$ cat config.mk
export PLATFORM = sky130hd
export DESIGN_NAME = cv32e40px_apu_mux
export DESIGN_NICKNAME = d
export VERILOG_FILES = /design/src/rtl/cv32e40px_apu_core_pkg.sv /design/src/rtl/cv32e40px_apu_res_fifo.sv /design/src/rtl/cv32e40px_apu_mux.sv
export SDC_FILE = /design/constraint.sdc
export NUM_CORES = 1
export LEC_CHECK = 0
export ABC_AREA = 1
export CORE_AREA = 2 2 121 241
export CTS_CLUSTER_SIZE = 40
export DETAILED_ROUTE_END_ITERATION = 10
export DIE_AREA = 0 0 123 243
export HOLD_SLACK_MARGIN = 0.05
export PLACE_DENSITY = 0.66
export SLEW_MARGIN = 40
export SYNTH_ARGS = -nofsm -noshare
export SYNTH_HDL_FRONTEND = slang
export SYNTH_SLANG_ARGS = --single-unit
$ cat constraint.sdc
create_clock -name clk_i -period 3.7 [get_ports clk_i]
set_input_delay 0.555 -clock clk_i [delete_from_list [all_inputs] [get_ports clk_i]]
set_output_delay 0.555 -clock clk_i [all_outputs]
set_load 0.02 [all_outputs]
$ cat src/rtl/cv32e40px_apu_core_pkg.sv
// APU width constants shared by the core and the APU dispatcher, plus the
// order-tag encoding used to mark operations that target no real unit.
package cv32e40px_apu_core_pkg;

    localparam int unsigned APU_NARGS_CPU     = 3;
    localparam int unsigned APU_WOP_CPU       = 6;
    localparam int unsigned APU_NDSFLAGS_CPU  = 15;
    localparam int unsigned APU_NUSFLAGS_CPU  = 5;

    // Upper bound on the number of units one dispatcher can serve
    localparam int unsigned NUM_APU_UNITS_MAX = 8;

    // MSB of every order-FIFO entry: real unit, or a dummy entry that retires with zeros
    typedef enum logic {
        APU_TAG_UNIT  = 1'b0,
        APU_TAG_DUMMY = 1'b1
    } apu_tag_e;

    // Next value of a per-unit clock-gate hold counter
    function automatic logic [3:0] hold_next(input logic active, input logic [3:0] hold, input logic [3:0] reload);
        logic [3:0] nxt;
        if (active) begin
            nxt = reload;
        end else if (hold != 4'd0) begin
            nxt = hold - 4'd1;
        end else begin
            nxt = 4'd0;
        end
        return nxt;
    endfunction

endpackage

$ cat src/rtl/cv32e40px_apu_res_fifo.sv
// Small synchronous FIFO; read data is valid whenever the FIFO is not empty.
// A push while full is accepted only if a pop happens in the same cycle.
module cv32e40px_apu_res_fifo #(
    parameter int unsigned WIDTH = 32,
    parameter int unsigned DEPTH = 2
) (
    input  logic             clk_i,
    input  logic             rst_ni,
    input  logic             push_i,
    input  logic             pop_i,
    input  logic [WIDTH-1:0] wdata_i,
    output logic [WIDTH-1:0] rdata_o,
    output logic             empty_o,
    output logic             full_o
);

    localparam int unsigned PW = (DEPTH > 1) ? $clog2(DEPTH) : 1;
    localparam int unsigned CW = $clog2(DEPTH + 1);

    logic [WIDTH-1:0] mem_q [DEPTH];
    logic [PW-1:0]    wptr_q;
    logic [PW-1:0]    rptr_q;
    logic [CW-1:0]    cnt_q;
    logic             do_push_s;
    logic             do_pop_s;

    function automatic logic [PW-1:0] ptr_inc(input logic [PW-1:0] ptr);
        logic [PW-1:0] nxt;
        if (ptr == PW'(DEPTH - 1)) begin
            nxt = '0;
        end else begin
            nxt = ptr + PW'(1);
        end
        return nxt;
    endfunction

    assign empty_o = (cnt_q == CW'(0));
    assign full_o  = (cnt_q == CW'(DEPTH));
    assign rdata_o = mem_q[rptr_q];

    // Qualify push/pop against the current fill level
    always_comb begin
        do_pop_s  = pop_i & ~empty_o;
        do_push_s = push_i & (~full_o | do_pop_s);
    end

    // Storage, pointers and fill count
    always_ff @(posedge clk_i or negedge rst_ni) begin
        if (!rst_ni) begin
            for (int i = 0; i < int'(DEPTH); i++) begin
                mem_q[i] <= '0;
            end
            wptr_q <= '0;
            rptr_q <= '0;
            cnt_q  <= '0;
        end else begin
            if (do_push_s) begin
                mem_q[wptr_q] <= wdata_i;
                wptr_q        <= ptr_inc(wptr_q);
            end
            if (do_pop_s) begin
                rptr_q <= ptr_inc(rptr_q);
            end
            case ({do_push_s, do_pop_s})
                2'b10:   cnt_q <= cnt_q + CW'(1);
                2'b01:   cnt_q <= cnt_q - CW'(1);
                default: cnt_q <= cnt_q;
            endcase
        end
    end

endmodule

$ cat src/rtl/cv32e40px_apu_mux.sv
// APU dispatcher: routes core requests to one of NUM_UNITS accelerators,
// buffers their results per unit and returns them to the core in issue order.
module cv32e40px_apu_mux
    import cv32e40px_apu_core_pkg::*;
#(
    parameter int unsigned NUM_UNITS       = 2,
    parameter int unsigned MAX_OUTSTANDING = 4,
    parameter int unsigned RES_DEPTH       = 2,
    parameter int unsigned CG_HOLD         = 3
) (
    input  logic                                            clk_i,
    input  logic                                            rst_ni,
    input  logic                                            apu_req_i,
    output logic                                            apu_gnt_o,
    input  logic [$clog2(NUM_UNITS+1)-1:0]                  apu_unit_i,
    input  logic [APU_NARGS_CPU-1:0][31:0]                  apu_operands_i,
    input  logic [APU_WOP_CPU-1:0]                          apu_op_i,
    input  logic [APU_NDSFLAGS_CPU-1:0]                     apu_flags_i,
    output logic                                            apu_rvalid_o,
    output logic [31:0]                                     apu_result_o,
    output logic [APU_NUSFLAGS_CPU-1:0]                     apu_flags_o,
    output logic                                            apu_busy_o,
    output logic [NUM_UNITS-1:0]                            unit_req_o,
    input  logic [NUM_UNITS-1:0]                            unit_gnt_i,
    output logic [APU_NARGS_CPU-1:0][31:0]                  unit_operands_o,
    output logic [APU_WOP_CPU-1:0]                          unit_op_o,
    output logic [APU_NDSFLAGS_CPU-1:0]                     unit_flags_o,
    input  logic [NUM_UNITS-1:0]                            unit_rvalid_i,
    input  logic [NUM_UNITS-1:0][31:0]                      unit_result_i,
    input  logic [NUM_UNITS-1:0][APU_NUSFLAGS_CPU-1:0]      unit_rflags_i,
    output logic [NUM_UNITS-1:0]                            unit_clk_en_o
);

    localparam int unsigned IW = $clog2(NUM_UNITS + 1);
    localparam int unsigned UW = (NUM_UNITS > 1) ? $clog2(NUM_UNITS) : 1;
    localparam int unsigned OW = UW + 1;
    localparam int unsigned RW = 32 + APU_NUSFLAGS_CPU;
    localparam int unsigned CW = $clog2(RES_DEPTH + 1);

    logic                            order_full_s;
    logic                            order_empty_s;
    logic                            order_push_s;
    logic                            order_pop_s;
    logic [OW-1:0]                   order_wdata_s;
    logic [OW-1:0]                   order_head_s;
    logic                            head_dummy_s;
    logic [UW-1:0]                   head_unit_s;
    logic                            unit_valid_s;
    logic                            order_block_s;
    logic                            sel_full_s;
    logic                            stall_s;
    logic                            retire_s;
    logic [NUM_UNITS-1:0]            head_sel_s;
    logic [NUM_UNITS-1:0]            issue_s;
    logic [NUM_UNITS-1:0]            dec_s;
    logic [NUM_UNITS-1:0]            res_push_s;
    logic [NUM_UNITS-1:0]            res_pop_s;
    logic [NUM_UNITS-1:0]            res_empty_s;
    logic [NUM_UNITS-1:0]            res_full_s;
    logic [NUM_UNITS-1:0][RW-1:0]    res_rdata_s;
    logic [NUM_UNITS-1:0][CW-1:0]    out_cnt_q;
    logic [NUM_UNITS-1:0][CW-1:0]    out_cnt_d;
    logic [NUM_UNITS-1:0][3:0]       hold_q;
    logic [NUM_UNITS-1:0][3:0]       hold_d;

    assign unit_operands_o = apu_operands_i;
    assign unit_op_o       = apu_op_i;
    assign unit_flags_o    = apu_flags_i;
    assign apu_busy_o      = ~order_empty_s | apu_req_i;

    // Order FIFO: target unit (or dummy tag) of every accepted operation
    cv32e40px_apu_res_fifo #(
        .WIDTH (OW),
        .DEPTH (MAX_OUTSTANDING)
    ) i_order_fifo (
        .clk_i   (clk_i),
        .rst_ni  (rst_ni),
        .push_i  (order_push_s),
        .pop_i   (order_pop_s),
        .wdata_i (order_wdata_s),
        .rdata_o (order_head_s),
        .empty_o (order_empty_s),
        .full_o  (order_full_s)
    );

    // Per-unit result buffers
    for (genvar u = 0; u < int'(NUM_UNITS); u++) begin : g_res
        cv32e40px_apu_res_fifo #(
            .WIDTH (RW),
            .DEPTH (RES_DEPTH)
        ) i_res_fifo (
            .clk_i   (clk_i),
            .rst_ni  (rst_ni),
            .push_i  (res_push_s[u]),
            .pop_i   (res_pop_s[u]),
            .wdata_i ({unit_rflags_i[u], unit_result_i[u]}),
            .rdata_o (res_rdata_s[u]),
            .empty_o (res_empty_s[u]),
            .full_o  (res_full_s[u])
        );
    end

    // Retire path: head entry selection, bypass and result mux
    always_comb begin
        head_dummy_s = (order_head_s[OW-1] == APU_TAG_DUMMY);
        head_unit_s  = order_head_s[UW-1:0];
        retire_s     = ~order_empty_s & head_dummy_s;
        apu_result_o = 32'd0;
        apu_flags_o  = '0;
        for (int u = 0; u < int'(NUM_UNITS); u++) begin
            head_sel_s[u] = ~order_empty_s & ~head_dummy_s & (head_unit_s == UW'(u));
            dec_s[u]      = head_sel_s[u] & (~res_empty_s[u] | unit_rvalid_i[u]);
            res_pop_s[u]  = head_sel_s[u] & ~res_empty_s[u];
            // A strobe with nothing outstanding is dropped; a bypassed one skips the buffer
            res_push_s[u] = unit_rvalid_i[u] & (out_cnt_q[u] != CW'(0))
                            & ~(head_sel_s[u] & res_empty_s[u]);
            if (dec_s[u]) begin
                retire_s = 1'b1;
                if (!res_empty_s[u]) begin
                    apu_result_o = res_rdata_s[u][31:0];
                    apu_flags_o  = res_rdata_s[u][RW-1:32];
                end else begin
                    apu_result_o = unit_result_i[u];
                    apu_flags_o  = unit_rflags_i[u];
                end
            end else begin
                retire_s = retire_s;
            end
        end
        apu_rvalid_o = retire_s;
        order_pop_s  = retire_s;
    end

    // Issue path: stall evaluation, request routing and grant
    always_comb begin
        unit_valid_s = (apu_unit_i < IW'(NUM_UNITS));
        // A retiring head frees its order slot in time for a same-cycle grant
        order_block_s = order_full_s & ~retire_s;
        sel_full_s    = 1'b0;
        for (int u = 0; u < int'(NUM_UNITS); u++) begin
            sel_full_s = sel_full_s
                         | ((apu_unit_i == IW'(u)) & (out_cnt_q[u] == CW'(RES_DEPTH)));
        end
        stall_s = order_block_s | sel_full_s;
        for (int u = 0; u < int'(NUM_UNITS); u++) begin
            unit_req_o[u] = apu_req_i & ~stall_s & unit_valid_s & (apu_unit_i == IW'(u));
            issue_s[u]    = unit_req_o[u] & unit_gnt_i[u];
        end
        if (unit_valid_s) begin
            apu_gnt_o     = |issue_s;
            order_wdata_s = {APU_TAG_UNIT, apu_unit_i[UW-1:0]};
        end else begin
            apu_gnt_o     = apu_req_i & ~order_block_s;
            order_wdata_s = {APU_TAG_DUMMY, apu_unit_i[UW-1:0]};
        end
        order_push_s = apu_gnt_o;
    end

    // Next-state of outstanding counters, hold counters and clock enables
    always_comb begin
        for (int u = 0; u < int'(NUM_UNITS); u++) begin
            case ({issue_s[u], dec_s[u]})
                2'b10:   out_cnt_d[u] = out_cnt_q[u] + CW'(1);
                2'b01:   out_cnt_d[u] = out_cnt_q[u] - CW'(1);
                default: out_cnt_d[u] = out_cnt_q[u];
            endcase
            hold_d[u] = hold_next(unit_req_o[u] | (out_cnt_q[u] != CW'(0)), hold_q[u], 4'(CG_HOLD));
            unit_clk_en_o[u] = unit_req_o[u] | (out_cnt_q[u] != CW'(0)) | (hold_q[u] != 4'd0);
        end
    end

    // Per-unit counter state
    always_ff @(posedge clk_i or negedge rst_ni) begin
        if (!rst_ni) begin
            out_cnt_q <= '0;
            hold_q    <= '0;
        end else begin
            out_cnt_q <= out_cnt_d;
            hold_q    <= hold_d;
        end
    end

endmodule

==> results of run 1 <==
[kinds of logic (layout without fill, tap and decap cells)]
| family | after synthesis | after routing | share of synthesized area [%] |
|---|---|---|---|
| compound gates | 281 | 281 | 16.6 |
| xor+xnor | 14 | 14 | 1.23 |
| fa+ha+maj | 10 | 10 | 1.33 |
| buf+inv | 287 | 285 | 15.7 |
| flops | 183 | 183 | 45.8 |
| mux | 38 | 38 | 4.28 |
| other cells | 0 | 3 | 0 |
| simple gates | 376 | 376 | 15.1 |
[synth_stat cells, drive strengths merged]
| master | n | share of area (%) |
|---|---|---|
| dfrtp | 183 | 46 |
| nand2 | 177 | 6.8 |
| nor2 | 168 | 6.5 |
| o21ai | 161 | 8.1 |
| buf | 147 | 10 |
| inv | 101 | 3.8 |
| a21oi | 43 | 2.2 |
| a211oi | 39 | 2.9 |
| clkbuf | 39 | 1.5 |
| mux2 | 38 | 4.3 |
| o32ai | 37 | 3.2 |
| nand3 | 20 | 1.2 |
| ha | 9 | 1.1 |
| xor2 | 9 | 0.79 |
| nor3 | 6 | 0.30 |
| xnor2 | 5 | 0.44 |
| or2 | 3 | 0.19 |
| nand4 | 2 | 0.19 |
| a31oi | 1 | 0.13 |
| fa | 1 | 0.20 |
[power breakdown]
part	leakage, nW	internal, mW	switching [mW]
sequential	2.23	2.98	0.562
combinational	2.56	2.62	4.15
clock	0.261	0.941	0.853
total	5.05	6.54	5.56
[per-layer routing]
layer	GRT usage [%]	wire length (um)	up-vias
met5	0	13	-
met4	20.0	3150	2
met3	4.70	2010	187
met2	37.4	16400	277
met1	21.6	10600	3824
li1	-	-	3780
[worst max-delay path, cell delays in order (launching register included)]
cell,delay [ps]
dfrtp_1,460
inv_2,120
nand2_1,60
nand2_1,50
nand2_1,70
nand2_1,130
nand4_1,230
buf_12,270
o32ai_1,420
clkdlybuf4s50_1,690
[final timing paths]
kind                                         from                             to  depth (start not counted)
max                        i_order_fifo.rptr_q[0]               apu_result_o[20]                          9
min                                        rst_ni  g_res[0].i_res_fifo.mem_q[31]                          1
max reg2reg                i_order_fifo.rptr_q[0]          i_order_fifo.cnt_q[2]                         18
min reg2reg                 i_order_fifo.mem_q[7]          i_order_fifo.mem_q[7]                          2
max in group asynchronous                  rst_ni  g_res[1].i_res_fifo.mem_q[57]                          2
min in group clk_i          i_order_fifo.mem_q[7]          i_order_fifo.mem_q[7]                          2
[metrics by stage]
step                      instances  cell area, sq um  utilization (%)  hold WS, ps
after global routing           1544             11400             40.4          149
final                          1546             11400             40.4         91.9
after detailed placement       1511             10800             38.4          461
after global placement         1511             10800             38.4          460
after floorplan                1189             10000                -          259
after CTS                      1543             11300             40.4          124
[flip-flops by register name, summed over array words and instances (netlist names)]
register and cells:
i_order_fifo.mem_q 8, i_order_fifo.cnt_q 3, g_res.i_res_fifo.wptr_q 2, i_order_fifo.wptr_q 2
g_res.i_res_fifo.rptr_q 2, g_res.i_res_fifo.cnt_q 4, g_res.i_res_fifo.mem_q 148, i_order_fifo.rptr_q 2
hold_q 8, out_cnt_q 4
[area by class of cell]
class	instances	share of cell area (%)
timing repair buffer	152	13.3
clock buffer	17	3.74
antenna	3	0.0661
sequential	183	40.3
inverter	101	3.34
clock inverter	15	1.27
tap	356	3.92
multi-input combinational	719	34.1
[timing repair]
item / in CTS / in global routing
hold buffers: 0 / 0
endpoints found under the hold margin: 0 / 0
setup endpoints to repair: 0 / 1
resized for setup: 0 / 1
==> run_results.csv, run 1 <==
group,metric,value,unit
sta,finClkSkew,13.1,ps
clock_network,cts_root_buf,"clkbuf_16",
drt,drt_first_pass_iters,5,
drt,wl,32100,um
global_routing,track_usage,22.0,%
synthesis,netlist_area,0.0100,sq mm
sta,worstMarginPinSlew,792,ps
sta,finalSetupViolations,0,
synthesis,yosysSeqAreaShare,45.8,%
finish,drive_above_1_share,7.67,%
global_routing,grt_pass1_vias,7925,
drt,wire_per_inst,20.8,um
floorplanning,initial_core_util,35.6,%
clock_network,postCtsSetupRepairBufs,0,
synthesis,synth_nets,1399,
pwr,leakage,5.05,nW
sta,period_needed,3510,ps
worst_hold_path,min_path_type,"primary input to async pin",
floorplanning,coreArea,0.0281,sq mm
clock_network,h-tree-depth,4,
floorplanning,rows,87,
drt,drcViolationCount,0,
pwr,vdd_drop_max,0.601,mV
placement,post-place-ws,311,ps
sta,min_period_over_period,94.9,%
setup_path,regToRegSetupSlack,620,ps
finish,multi_input_area,0.00387,sq mm
outcome,status,"finished, final reports clean",
synthesis,ys_ff_latch,183,
floorplanning,die_w,123,um
run,maxCapViolCount,0,
placement,place_congestion,0.800,
sta,timing.slew.headroom,47.2,%
setup_path,path_class,"flip-flop to primary output",
global_routing,grt_pass1_wl,47700,um
floorplanning,die_h,243,um
placement,hpwlAfterDp,23200,um
placement,portBuffers,126,
clock_network,clk_pin_slew_worst_paths,70,ps
sta,layout_setup_ws,191,ps
setup_path,cp-end-kind,"primary output",
global_routing,grt-ovfl-total,0,
floorplanning,dieArea,0.0299,sq mm
drt,num_vias,8070,
pwr,p_total,12.1,mW
finish,nets,1384,
finish,final_common_cell,"dfrtp_1",
clock_network,cts_tree,"built",
setup_path,critical_path_required,3140,ps
synthesis,syn_avg_cell_area,8.41,sq um
finish,mostFrequentLayoutCells,"dfrtp_1 (182), nand2_1 (170), nor2_1 (161)",
clock_network,clock_latency,450,ps
floorplanning,pin_count,361,
sta,drv_slew,0,
sta,hold_violations,0,
sta,tns,0,ps
finish,nFillCells,2831,
clock_network,cts_sinks,183,
global_routing,grt_max_degree,94,
drt,final_antenna_net_count,0,
drt,first_iter_violations,481,
setup_path,start_kind,"flip-flop",
finish,areaGrowthSynthToFinish,13.6,%
setup_path,critPathMaxFanout,34,
clock_network,clockBufferDepth,2,
finish,ff_latch_area,0.00458,sq mm
synthesis,syn_inst,1189,
synthesis,synth.distinct_cells,34,
global_routing,antenna_found_initial,5,
synthesis,synth-warning-count,0,
drt,avgViaCountPerCell,5.22,
clock_network,cts_buffers,17,
setup_path,arrival,2950,ps
sta,clock.fmax,285,MHz
pwr,power_density,1070,mW/mm^2
sta,rsz0062_at_grt,"false",
Note: power is estimated with default switching activity, not from simulation.
==> inputs of run 2 (changes only) <==
SLEW_MARGIN = unset   (was 40)
==> run_results.csv, run 2 (synthesis results as in run 1) <==
group,metric,value,unit
outcome,status,"finished, final reports clean",
pwr,p_total,12.1,mW
setup_path,critPathMaxFanout,34,
global_routing,grt_pass1_vias,7925,
drt,final_antenna_net_count,0,
drt,wl,32100,um
drt,drcViolationCount,0,
clock_network,postCtsHoldBufs,0,
drt,first_iter_violations,451,
pwr,leakage,5.05,nW
global_routing,track_usage,22.0,%
drt,wire_per_inst,20.8,um
finish,mostFrequentLayoutCells,"dfrtp_1 (182), nand2_1 (170), nor2_1 (161)",
sta,finalSetupViolations,0,
sta,layout_setup_ws,189,ps
finish,regMostFlops,"g_res.i_res_fifo.mem_q",
finish,nets,1384,
floorplanning,coreArea,0.0281,sq mm
sta,finClkSkew,12.7,ps
finish,areaGrowthSynthToFinish,13.5,%
sta,timing.slew.headroom,39.5,%
sta,min_period_over_period,94.9,%
sta,clock.fmax,285,MHz
global_routing,grt-ovfl-total,0,
drt,avgViaCountPerCell,5.22,
clock_network,h-tree-depth,4,
worst_hold_path,min_path_type,"primary input to async pin",
sta,hold_violations,0,
sta,worstMarginPinSlew,908,ps
drt,drt_first_pass_iters,6,
run,maxCapViolCount,0,
finish,nFillCells,2831,
placement,place_congestion,0.800,
placement,post-place-ws,311,ps
floorplanning,dieArea,0.0299,sq mm
clock_network,postCtsSetupRepairBufs,0,
placement,portBuffers,126,
finish,final_common_cell,"dfrtp_1",
floorplanning,initial_core_util,35.6,%
setup_path,path_class,"flip-flop to primary output",
setup_path,arrival,2960,ps
floorplanning,rows,87,
global_routing,grt_max_degree,94,
global_routing,grt_pass1_wl,47700,um
sta,rsz0062_at_grt,"false",
drt,num_vias,8072,
sta,period_needed,3510,ps
clock_network,cts_tree,"built",
sta,tns,0,ps
sta,drv_slew,0,
global_routing,antenna_found_initial,5,
pwr,vdd_drop_max,0.602,mV
setup_path,start_kind,"flip-flop",
placement,hpwlAfterDp,23200,um
clock_network,cts_root_buf,"clkbuf_16",
setup_path,critical_path_required,3140,ps
finish,largest_reg_flops,148,
floorplanning,pin_count,361,
pwr,power_density,1070,mW/mm^2
setup_path,cp-end-kind,"primary output",
floorplanning,die_w,123,um
clock_network,clockBufferDepth,2,
clock_network,clk_pin_slew_worst_paths,70,ps
clock_network,clock_latency,450,ps
floorplanning,die_h,243,um
finish,drive_above_1_share,7.67,%
clock_network,cts_buffers,17,
clock_network,cts_sinks,183,
finish,reg_top3,"g_res.i_res_fifo.mem_q (148), hold_q (8), i_order_fifo.mem_q (8)",
-- run 2: cell types whose count changed in the layout (fill, tap and decap cells not counted) --
| cell | change |
|---|---|
| buf_6 | +1 |
| buf_8 | -1 |
-- run 2: critical path, stage by stage (launching register included) --
cell,delay [ps]
dfrtp_1,460
inv_2,120
nand2_1,50
nand2_1,50
nand2_1,70
nand2_1,130
nand4_1,230
buf_12,270
o32ai_1,420
clkdlybuf4s50_1,690
-- run 2: what timing repair did --
item / CTS / global route
endpoints found under the setup margin: 0 / 1
hold endpoints to repair: 0 / 0
gates resized for setup: 0 / 1
-- run 2: layout make-up --
| cell class | instances | area, sq um | area share, % |
|---|---|---|---|
| diodes | 3 | 7.51 | 0.0661 |
| clock buffers | 17 | 425 | 3.75 |
| clock inverters | 15 | 144 | 1.27 |
| inverters | 101 | 379 | 3.34 |
| multi-input cells | 719 | 3870 | 34.1 |
| flip-flops and latches | 183 | 4580 | 40.3 |
| well taps | 356 | 445 | 3.92 |
| repair buffers | 152 | 1500 | 13.2 |
-- run 2: final timing paths --
kind	slack, ps	cells past startpoint	start	to
max	190	9	i_order_fifo.rptr_q[0]	apu_result_o[20]
min in group clk_i	480	2	i_order_fifo.mem_q[7]	i_order_fifo.mem_q[7]
min	170	1	rst_ni	g_res[0].i_res_fifo.mem_q[31]
max reg2reg	620	18	i_order_fifo.rptr_q[0]	i_order_fifo.cnt_q[2]
min reg2reg	480	2	i_order_fifo.mem_q[7]	i_order_fifo.mem_q[7]
max in group asynchronous	2580	2	rst_ni	g_res[1].i_res_fifo.mem_q[57]
-- run 2: power breakdown --
group / internal [mW] / total [mW] / switching [mW]
registers: 2.98 / 3.54 / 0.562
clock network: 0.941 / 1.79 / 0.854
logic: 2.61 / 6.77 / 4.15
-- run 2: through the flow --
step / cells / util (%) / hold WS [ps] / area [sq um]
6_report: 1546 / 40.4 / 167 / 11400
5_1_grt: 1544 / 40.4 / 236 / 11400
4_1_cts: 1543 / 40.4 / 201 / 11300
3_5_place_dp: 1511 / 38.4 / 461 / 10800
3_3_place_gp: 1511 / 38.4 / 460 / 10800
2_1_floorplan: 1189 / - / 259 / 10000
-- run 2: per-layer routing --
metal,routed length (um),global-route usage (%),vias up
li1,-,-,3781
met4,3090,20.0,2
met5,13,0,-
met3,2000,4.70,183
met1,10500,21.6,3825
met2,16500,37.4,281
==> inputs of run 3 (changes only) <==
CTS_BUF_LIST = sky130_fd_sc_hd__clkbuf_2   (was unset)
==> run_results.csv, run 3 (synthesis results as in run 1) <==
group,metric,value,unit
clock_network,clk_pin_slew_worst_paths,300,ps
run,maxCapViolCount,0,
floorplanning,die_w,123,um
finish,multi_input_area,0.00392,sq mm
pwr,power_density,1000,mW/mm^2
setup_path,cp_top_family,"buffers and inverters",
global_routing,grt_pass1_wl,47400,um
clock_network,cts_tree,"built",
sta,min_period_over_period,94.6,%
drt,final_antenna_net_count,0,
finish,drive_above_1_share,9.52,%
finish,regMostFlops,"g_res.i_res_fifo.mem_q",
placement,portBuffers,126,
clock_network,cts_buffers,17,
finish,post-route-util,39.5,%
floorplanning,pin_count,361,
setup_path,critPathMaxFanout,34,
setup_path,crit_path_frequent_cell,"nand2_1",
finish,areaGrowthSynthToFinish,11.0,%
drt,drcViolationCount,0,
global_routing,grt_pass1_vias,7873,
pwr,leakage,5.09,nW
drt,wire_per_inst,20.6,um
sta,finalSetupViolations,0,
setup_path,arrival,2950,ps
drt,wl,32200,um
sta,period_needed,3500,ps
finish,ff_latch_area,0.00458,sq mm
global_routing,track_usage,21.8,%
clock_network,clock_latency,840,ps
setup_path,crit_slowest_cell,"dfrtp_2",
clock_network,clockBufferDepth,2,
floorplanning,coreArea,0.0281,sq mm
sta,finClkSkew,44.4,ps
placement,hpwlAfterDp,23200,um
sta,worstMarginPinSlew,900,ps
setup_path,cp_num_buf_inv,3,
floorplanning,dieArea,0.0299,sq mm
finish,largest_reg_flops,148,
sta,timing.slew.headroom,40.0,%
drt,first_iter_violations,529,
clock_network,cts_root_buf,"clkbuf_2",
global_routing,grt-ovfl-total,0,
setup_path,cp-end-kind,"primary output",
finish,mostFrequentLayoutCells,"dfrtp_1 (180), nand2_1 (167), nor2_1 (161)",
finish,reg_top3,"g_res.i_res_fifo.mem_q (148), hold_q (8), i_order_fifo.mem_q (8)",
global_routing,grt_max_degree,94,
sta,tns,0,ps
floorplanning,die_h,243,um
drt,num_vias,8064,
outcome,status,"finished, final reports clean",
finish,nFillCells,2880,
setup_path,start_kind,"flip-flop",
setup_path,crit_chain,"inv_2, nand2_1, nand2_1, nand2_1, nand2_2, nand4_1, buf_12, o32ai_1, dlygate4sd2_1",
pwr,vdd_drop_max,0.540,mV
sta,hold_violations,0,
global_routing,antenna_found_initial,6,
clock_network,h-tree-depth,4,
setup_path,path_class,"flip-flop to primary output",
sta,clock.fmax,286,MHz
clock_network,cts_sinks,183,
sta,drv_slew,0,
setup_path,critical_path_required,3140,ps
drt,drt_first_pass_iters,5,
drt,avgViaCountPerCell,5.18,
worst_hold_path,min_path_type,"primary input to flip-flop",
placement,place_congestion,0.800,
finish,nets,1395,
finish,final_common_cell,"dfrtp_1",
floorplanning,initial_core_util,35.6,%
floorplanning,rows,87,
setup_path,slowest_delay,500,ps
-- run 3: cell count changes in the layout (fill, tap and decap cells not counted), moves of 3 or more --
cell	change
dlygate4sd2_1	+36
nand2_1	-3
buf_4	+10
a21oi_1	-4
nor2_4	+3
nand2_2	+3
nor2_2	-3
clkbuf_2	+17
clkdlybuf4s50_1	-39
a21oi_2	+4
clkbuf_16	-17
-- run 3: per-stage QoR --
| stage | hold WS [ps] | cells | cell area, sq um | power [mW] | worst slack (ps) |
|---|---|---|---|---|---|
| 2_1_floorplan | 259 | 1189 | 10000 | 7.88 | 736 |
| 3_3_place_gp | 460 | 1511 | 10800 | 10.3 | 340 |
| 3_5_place_dp | 461 | 1511 | 10800 | 10.4 | 311 |
| 4_1_cts | 167 | 1547 | 11000 | 11.3 | -71.4 |
| 5_1_grt | 167 | 1556 | 11100 | 12.1 | -8.61 |
| 6_report | 272 | 1558 | 11100 | 11.1 | 198 |
-- run 3: layer usage --
metal,up-vias,track usage [%],part of all wire (%)
li1,3799,-,-
met5,-,0,0.040
met4,2,20.5,10
met1,3811,21.3,33
met2,261,36.8,51
met3,191,4.77,6.1
-- run 3: cell type report --
| class | instances | share of cell area (%) |
|---|---|---|
| flip-flops and latches | 183 | 41.3 |
| multi-input cells | 719 | 35.3 |
| repair buffers | 163 | 13.8 |
| well taps | 356 | 4.01 |
| inverters | 101 | 3.41 |
| clock inverters | 15 | 1.30 |
| clock buffers | 17 | 0.766 |
| diodes | 4 | 0.0902 |
-- run 3: timing repair --
action,in CTS,in global routing
gates resized for setup,59,7
hold buffers,1,0
pin swaps,1,4
endpoints found under the hold margin,90,0
buffers inserted,3,7
setup endpoints to repair,41,4
-- run 3: power breakdown --
group	switching [mW]	total (mW)	internal, mW	leakage [nW]
Sequential	0.566	3.53	2.97	2.23
Clock	0.770	1.03	0.257	0.122
Combinational	4.16	6.57	2.41	2.73
-- run 3: worst register-to-register path, stage by stage, from the launching register on --
cell	delay (ps)
dfrtp_2	500
inv_2	100
nand2_1	50
nand2_1	50
nand2_1	80
nand2_2	110
nand4_1	190
buf_4	210
nand4_2	110
nand3_4	110
nor2_4	160
buf_4	130
nand2_2	60
nand3_4	110
buf_4	130
inv_2	20
ha_1	200
fa_1	390
a21oi_1	120
o21ai_0	110
xor2_1	150
-- run 3: path summary, 6_finish.rpt --
check | start | end | slack [ps] | depth (start not counted)
worst max-delay path | i_order_fifo.rptr_q[0] | apu_result_o[15] | 200 | 9
worst min-delay path | unit_result_i[18] | g_res[0].i_res_fifo.mem_q[55] | 270 | 3
worst max register to register | i_order_fifo.rptr_q[0] | i_order_fifo.cnt_q[2] | 540 | 20
worst min register to register | i_order_fifo.mem_q[7] | i_order_fifo.mem_q[7] | 520 | 2
max in group asynchronous | rst_ni | g_res[1].i_res_fifo.mem_q[23] | 2420 | 3
min in group asynchronous | rst_ni | g_res[0].i_res_fifo.mem_q[31] | 330 | 2
